### src/rtl/wb_stream_master.sv
// wb_stream_master: Wishbone classic single-cycle master driven by a command stream.
//
// Each command accepted on the cmd_* valid/ready stream runs exactly one Wishbone
// cycle. The result (read data, or an error on timeout) comes back on the rsp_*
// valid/ready stream, one response per command and in order. All outputs are
// registered.
//
// Ports:
//   clk, rst                       clock; asynchronous active-high reset
//   cmd_valid/cmd_ready            command handshake
//   cmd_we, cmd_adr, cmd_dat       command: write enable, address, write data
//   rsp_valid/rsp_ready            response handshake
//   rsp_dat, rsp_err               response: read data (0 for writes/errors), timeout flag
//   adr_o, dat_o, dat_i, we_o      Wishbone address, write data, read data, write enable
//   stb_o, cyc_o, ack_i            Wishbone strobe, cycle, acknowledge
//
// Parameters:
//   TIMEOUT     cycles to wait for ack_i before giving up (0 = wait forever)
//   GAP_CYCLES  idle cycles after each response handshake before the next command (0..15)

module wb_stream_master #(
  parameter int unsigned TIMEOUT    = 64,
  parameter int unsigned GAP_CYCLES = 1
) (
  input  logic        clk,
  input  logic        rst,
  input  logic        cmd_valid,
  output logic        cmd_ready,
  input  logic        cmd_we,
  input  logic [31:0] cmd_adr,
  input  logic [15:0] cmd_dat,
  output logic        rsp_valid,
  input  logic        rsp_ready,
  output logic [15:0] rsp_dat,
  output logic        rsp_err,
  output logic [31:0] adr_o,
  output logic [15:0] dat_o,
  input  logic [15:0] dat_i,
  output logic        we_o,
  output logic        stb_o,
  output logic        cyc_o,
  input  logic        ack_i
);

  localparam int unsigned TcntW = (TIMEOUT > 0) ? $clog2(TIMEOUT + 1) : 1;
  // Count value seen on the edge at which the counter reaches TIMEOUT.
  localparam logic [TcntW-1:0] TcntLast = TcntW'(TIMEOUT - 1);
  localparam logic [3:0]       GapLast  = 4'(GAP_CYCLES - 1);

  typedef enum logic [1:0] {StIdle, StBus, StResp, StGap} state_e;

  state_e state_q, state_d;

  logic             cmd_ready_q, cmd_ready_d;
  logic             rsp_valid_q, rsp_valid_d;
  logic [15:0]      rsp_dat_q, rsp_dat_d;
  logic             rsp_err_q, rsp_err_d;
  logic [31:0]      adr_q, adr_d;
  logic [15:0]      dat_q, dat_d;
  logic             we_q, we_d;
  // stb and cyc always move together for single-cycle transfers.
  logic             bus_q, bus_d;
  logic [TcntW-1:0] tcnt_q, tcnt_d;
  logic [3:0]       gap_q, gap_d;

  logic accept, bus_ack, bus_timeout, rsp_hs, gap_done;

  // Only the state-qualified events are used, so ack_i outside BUS and
  // rsp_ready without rsp_valid have no effect.
  assign accept      = (state_q == StIdle) && cmd_ready_q && cmd_valid;
  assign bus_ack     = (state_q == StBus) && ack_i;
  // Ack in the same cycle as the timeout wins.
  assign bus_timeout = (state_q == StBus) && !ack_i && (TIMEOUT != 0) && (tcnt_q == TcntLast);
  assign rsp_hs      = (state_q == StResp) && rsp_valid_q && rsp_ready;
  assign gap_done    = (state_q == StGap) && (gap_q == GapLast);

  // State register
  always_ff @(posedge clk or posedge rst) begin
    if (rst) begin
      state_q <= StIdle;
    end else begin
      state_q <= state_d;
    end
  end

  // Next-state logic
  always_comb begin
    state_d = state_q;
    unique case (state_q)
      StIdle: if (accept) state_d = StBus;
      StBus:  if (bus_ack || bus_timeout) state_d = StResp;
      StResp: if (rsp_hs) state_d = (GAP_CYCLES == 0) ? StIdle : StGap;
      StGap:  if (gap_done) state_d = StIdle;
      default: state_d = StIdle;
    endcase
  end

  // Next values of the registered outputs and counters
  always_comb begin
    rsp_valid_d = rsp_valid_q;
    rsp_dat_d   = rsp_dat_q;
    rsp_err_d   = rsp_err_q;
    adr_d       = adr_q;
    dat_d       = dat_q;
    we_d        = we_q;
    bus_d       = bus_q;
    tcnt_d      = tcnt_q;
    gap_d       = gap_q;
    cmd_ready_d = (state_d == StIdle);

    unique case (state_q)
      StIdle: begin
        if (accept) begin
          adr_d  = cmd_adr;
          dat_d  = cmd_dat;
          we_d   = cmd_we;
          bus_d  = 1'b1;
          tcnt_d = '0;
        end
      end
      StBus: begin
        if (bus_ack) begin
          bus_d       = 1'b0;
          we_d        = 1'b0;
          rsp_dat_d   = we_q ? 16'h0000 : dat_i;
          rsp_err_d   = 1'b0;
          rsp_valid_d = 1'b1;
        end else if (bus_timeout) begin
          bus_d       = 1'b0;
          we_d        = 1'b0;
          rsp_dat_d   = 16'h0000;
          rsp_err_d   = 1'b1;
          rsp_valid_d = 1'b1;
        end else if (TIMEOUT != 0) begin
          tcnt_d = tcnt_q + TcntW'(1);
        end
      end
      StResp: begin
        if (rsp_hs) begin
          rsp_valid_d = 1'b0;
          rsp_err_d   = 1'b0;
          gap_d       = '0;
        end
      end
      StGap: begin
        gap_d = gap_q + 4'd1;
      end
      default: ;
    endcase
  end

  always_ff @(posedge clk or posedge rst) begin
    if (rst) begin
      cmd_ready_q <= 1'b0;
      rsp_valid_q <= 1'b0;
      rsp_dat_q   <= '0;
      rsp_err_q   <= 1'b0;
      adr_q       <= '0;
      dat_q       <= '0;
      we_q        <= 1'b0;
      bus_q       <= 1'b0;
      tcnt_q      <= '0;
      gap_q       <= '0;
    end else begin
      cmd_ready_q <= cmd_ready_d;
      rsp_valid_q <= rsp_valid_d;
      rsp_dat_q   <= rsp_dat_d;
      rsp_err_q   <= rsp_err_d;
      adr_q       <= adr_d;
      dat_q       <= dat_d;
      we_q        <= we_d;
      bus_q       <= bus_d;
      tcnt_q      <= tcnt_d;
      gap_q       <= gap_d;
    end
  end

  assign cmd_ready = cmd_ready_q;
  assign rsp_valid = rsp_valid_q;
  assign rsp_dat   = rsp_dat_q;
  assign rsp_err   = rsp_err_q;
  assign adr_o     = adr_q;
  assign dat_o     = dat_q;
  assign we_o      = we_q;
  assign stb_o     = bus_q;
  assign cyc_o     = bus_q;

endmodule

### config.mk
export PLATFORM = sky130hd
export DESIGN_NAME = wb_stream_master
export DESIGN_NICKNAME = d
export VERILOG_FILES = /design/src/rtl/wb_stream_master.sv
export SDC_FILE = /design/constraint.sdc
export NUM_CORES = 1
export LEC_CHECK = 0
export BUFFER_PORTS_ARGS = -buffer_cell sky130_fd_sc_hd__buf_2
export CAP_MARGIN = 20
export CORE_MARGIN = 2
export CORE_UTILIZATION = 45
export DETAILED_ROUTE_END_ITERATION = 10
export GPL_TIMING_DRIVEN = 0
export HOLD_SLACK_MARGIN = 0.08
export PLACE_DENSITY_LB_ADDON = 0.08
export RECOVER_POWER = 25
export SYNTH_ARGS = -nofsm -noshare
export SYNTH_HDL_FRONTEND = slang
export SYNTH_SLANG_ARGS = --single-unit
### constraint.sdc
create_clock -name clk -period 3.3 [get_ports clk]
set_clock_uncertainty 0.15 [all_clocks]
set_input_delay 0.33 -clock clk [delete_from_list [all_inputs] [get_ports clk]]
set_output_delay 0.33 -clock clk [all_outputs]
set_load 0.03 [all_outputs]
Word level (Yosys, flattened, before mapping)
Cells that the tools add are included.
Storage, ports and cells
  register bits after elaboration: 82
  input bits: 70
  output and inout bits: 70
  word-level logic and storage cells: 71
Operators by class
  add/subtract/negate cells: 2
  equal/unequal tests: 9
  muxes and demuxes: 26
  reductions and logical operators: 23
Operator list (number)
  2-to-1 mux 16 bit: 3
  2-to-1 mux 7 bit: 3
  one-hot mux 7 bit (2 select lines): 1
  logical AND 1 bit: 8
  2-to-1 mux 1 bit: 8
  2-to-1 mux 2 bit: 4
  inequality test 2 bit, second input constant: 4
  one-hot mux 1 bit (2 select lines): 4
  one-hot mux 2 bit (4 select lines): 1
  one-hot mux 4 bit (2 select lines): 1
  nonzero test 2 bit: 4
  adder 7 x 1 -> 7 bit, second input constant: 1
  == test 7 x 6 -> 1 bit, second input constant: 1
  AND reduction 2 bit: 3
  AND reduction 3 bit: 2
  adder 4 x 1 -> 4 bit, second input constant: 1
  == test 2 bit, second input constant: 2
  zero test 2 bit: 2
  zero test 4 bit: 1
  2-to-1 mux 4 bit: 1
  AND reduction 4 bit: 1
  inequality test 3 bit, second input constant: 1
  == test 2 x 1 -> 1 bit, second input constant: 1
  zero test 1 bit: 1
  logical OR 1 bit: 1

Logic depth before layout (Yosys ltp)
  depth in word-level cells: 7
  depth in mapped cells: 6
  gate-level depth less buffers: 4

Worst setup path before layout
OpenSTA, ideal clock, no wires.
  path kind: flip-flop to flip-flop
  start: register we_q (netlist: we_o)
  end: register rsp_dat_q[7] (netlist: rsp_dat[7])
  setup time: 0.118 ns
  arrival: 1.309 ns
  slack: 1.723 ns
  stages on the path, launching flop included: 6
  cell sequence: dfrtp_1 > and4bb_1 > buf_4 > buf_6 > a22o_1 > a21o_1
Between the ends
  longest elaborated chain between the ends: 2
Ends and longest elaborated chain
  from (decl): line 60  | logic we_q, we_d;
  from (signal assigned): line 171  | we_q <= we_d;
  2-to-1 mux 16 bit: line 125  | rsp_dat_d = we_q ? 16'h0000 : dat_i;
  2-to-1 mux 16 bit: line 122  | if (bus_ack) begin
  to (signal assigned): line 167  | rsp_dat_q <= rsp_dat_d;
  to (decl): line 56  | logic [15:0] rsp_dat_q, rsp_dat_d;
Every way passes these cells.
A chain may end at the register's enable or synchronous reset.

Final worst setup path
  start: register tcnt_q[0]
  end: register rsp_dat_q[2] (netlist: rsp_dat[2])
Between the ends
  longest elaborated chain between the ends: 4
Ends and longest elaborated chain
  from (decl): line 63  | logic [TcntW-1:0] tcnt_q, tcnt_d;
  from (signal assigned): line 173  | tcnt_q <= tcnt_d;
  == test 7 x 6 -> 1 bit: line 73  | assign bus_timeout = (state_q == StBus) && !ack_i && (TIMEOUT != 0) && (tcnt_q == TcntLast);
  logical AND 1 bit: line 73
  nonzero test 2 bit (no line)
  AND reduction 2 bit (no line)
Every way passes these cells.

==> flow_summary.ini <==
[die]
fp.coreArea_um2 = 7610
dieArea_um2 = 8440
initial_utilization_pct = 45.7
ios = 140
die_y_um = 91.9
rows = 32
fp.dieW_um = 91.9

[detailed_routing]
routed_wl_mm = 8.57
drtPass1Iterations = 5
wl_per_cell_um = 13.0
drt_iter0_drc = 126
vias = 3225
ant_nets = 0
viasPerCell = 4.88
drc_errors = 0

[final_layout]
diodes = 0
utilization_pct = 65.9
area_growth_pct = 44.2
final_nets = 627
drive_gt1_share_pct = 31.7
finalNonFillerCells = 661
finalInstanceArea_um2 = 5010

[global_route]
grt_pass1_wl_mm = 14.9
grt_overflow = 0
grt_usage_pct = 21.8
antenna_found_initial = 0
grt_start_max_net_pins = 59
first_global_vias = 3286

[power_and_ir_drop]
p_total_mw = 4.56
vdd_drop_max_uv = 465
p_leak_nw = 2.71
power_density_nw_per_um2 = 909

[place]
dpl-instance-area_um2 = 4330
hpwlAfterDp_mm = 5.47
placedCellCount = 595
port_buffers = 139
gp_congestion = 0.706

[synth]
syn_avg_cell_area_um2 = 9.85
syn_inst = 353
yosys_warnings = 0
synth_cell_types = 36
synth.ff_latch_count = 82
syn_nets = 426
synth_area_um2 = 3480
yosysSeqAreaShare_pct = 59.0

[timing]
finalSetupViolCount = 0
rsz0062_at_grt = no
period_minus_slack_ns = 1.75
max_slew_margin_pct = 22.7
finalHoldViolations = 0
tightest_slew_ns = 1.15
max_freq_mhz = 573
fin_crit_sh_pct = 52.9
maxSlewViolCount = 0
setup_tns_ns = 0

[worst_setup_path]
crit_fanout = 10
required_ns = 3.43
critPathLaunchType = flip-flop
cp.arrival_ns = 1.87
end_kind = flip-flop
critPathKind = flip-flop to flip-flop

[clock_network]
cts_sinks = 82
clk_root_buffer_cell = clkbuf_8
clkLatencyLatePin_ns = 0.34
numCtsBuffers = 9
clk_pin_slew_ns = 0.08
cts_tree = done
clockBufferDepth = 2
htreeDepth = 3
cts-resized-gates = 0

[flow_run]
cap_violations = 0

[status]
status = complete, no violations

[hold_path]
hold_path_class = input port to flip-flop
==> stage by stage <==
step,hold WS [ns],setup slack [ns]
2_1_floorplan,0.285,0.712
3_3_place_gp,0.304,-0.347
3_5_place_dp,0.177,1.55
4_1_cts,0.118,1.53
5_1_grt,0.142,1.40
6_report,0.132,1.55
==> report_power, final <==
group / switching, mW / total (mW) / internal (mW)
registers: 0.263 / 1.68 / 1.42
clock network: 0.349 / 0.694 / 0.345
logic: 1.43 / 2.18 / 0.755
total: 2.04 / 4.56 / 2.52
==> final timing paths <==
check	startpoint	to	slack, ns	cells past startpoint
max	tcnt_q[0]$_DFFE_PP0P_	rsp_dat[2]$_DFFE_PP0P_	1.55	5
min	dat_i[3]	rsp_dat[3]$_DFFE_PP0P_	0.13	3
max reg2reg	tcnt_q[0]$_DFFE_PP0P_	rsp_dat[2]$_DFFE_PP0P_	1.55	5
min reg2reg	dat_o[2]$_DFFE_PP0P_	dat_o[2]$_DFFE_PP0P_	0.32	2
max in group asynchronous	rst	rsp_dat[1]$_DFFE_PP0P_	1.62	4
min in group asynchronous	rst	dat_o[3]$_DFFE_PP0P_	0.61	3
==> cell usage in the layout (no fill, tap or decap), types with 2 or more instances in the layout <==
master	instances
o21ai_1	2
a22o_1	16
nand2_1	158
and4bb_1	2
o211ai_1	2
clkinv_2	4
o2111ai_1	2
and2_1	2
a31oi_1	2
buf_2	152
inv_1	6
clkbuf_8	9
nor2b_1	2
dlygate4sd3_1	50
mux2i_1	7
nor2_1	5
nand3_1	4
ha_1	3
dfrtp_1	82
a21o_1	18
buf_4	4
nand4_1	2
a21oi_1	3
clkbuf_1	2
nand2b_1	2
==> per-layer routing <==
layer / up-vias / GRT usage [%] / part of all wire (%)
met2: 106 / 36.7 / 48
met3: 11 / 4.19 / 5.9
met4: 0 / 6.97 / 1.0
li1: 1559 / - / -
met5: - / 0 / 0
met1: 1549 / 28.5 / 45
==> synth_stat cells (all sizes together) <==
| cell | n | share of area [%] |
|---|---|---|
| buf | 18 | 3.1 |
| dfrtp | 82 | 59 |
| a31oi | 2 | 0.36 |
| ha | 3 | 1.1 |
| and4bb | 2 | 0.72 |
| a211o | 1 | 0.25 |
| or3 | 1 | 0.18 |
| nor3 | 1 | 0.14 |
| and4 | 1 | 0.32 |
| nand4 | 2 | 0.36 |
| mux2i | 7 | 2.0 |
| nand2 | 158 | 17 |
| nor2 | 5 | 0.54 |
| a21oi | 4 | 0.90 |
| o211ai | 2 | 0.43 |
| a21bo | 1 | 0.29 |
| a22o | 16 | 4.0 |
| a21o | 18 | 3.9 |
| o21ai | 3 | 0.43 |
| clkbuf | 1 | 0.11 |
| and2 | 2 | 0.36 |
| mux2 | 1 | 0.32 |
| nor4bb | 1 | 0.29 |
| and4b | 1 | 0.29 |
| nand4b | 1 | 0.43 |
| nand4bb | 1 | 0.32 |
| nand3 | 4 | 0.58 |
| nand2b | 2 | 0.36 |
| nor2b | 2 | 0.36 |
| inv | 7 | 0.76 |
| o2111ai | 2 | 0.50 |
| a21boi | 1 | 0.22 |
==> repair_timing <==
item,4_1_cts,5_1_grt
hold buffers,50,0
setup buffers,0,0
setup endpoints to repair,0,0
endpoints found under the hold margin,73,0
==> area by class of cell <==
class | instances | area (um^2)
Buffer | 19 | 110
Clock buffer | 10 | 128
Clock inverter | 6 | 57.6
Fill cell | 664 | 2590
Inverter | 7 | 27.5
Multi-Input combinational cell | 245 | 1290
Sequential cell | 82 | 2050
Tap cell | 102 | 128
Timing Repair Buffer | 190 | 1220
==> critical path: stages, from the launching register on <==
cell	delay (ns)
dfrtp_1	0.41
ha_1	0.23
nor2b_1	0.19
a21oi_4	0.30
buf_2	0.27
a21o_1	0.14
==> registers in the layout, indices dropped and copies added, names as in the netlist, 2 cells and up <==
register and cells:
state_q 2, adr_o 32, gap_q 4, dat_o 16
tcnt_q 7, rsp_dat 16
==> kinds of logic (layout without fill, tap and decap cells) <==
family / after synthesis / count (layout) / synth area share [%]
buf+inv: 26 / 232 / 3.92
compound gates: 50 / 50 / 11.3
mux: 8 / 8 / 2.34
fa+ha+maj: 3 / 3 / 1.08
flops: 82 / 82 / 59.0
simple gates: 184 / 184 / 22.3
No activity file was read; power rests on OpenSTA's default activity.
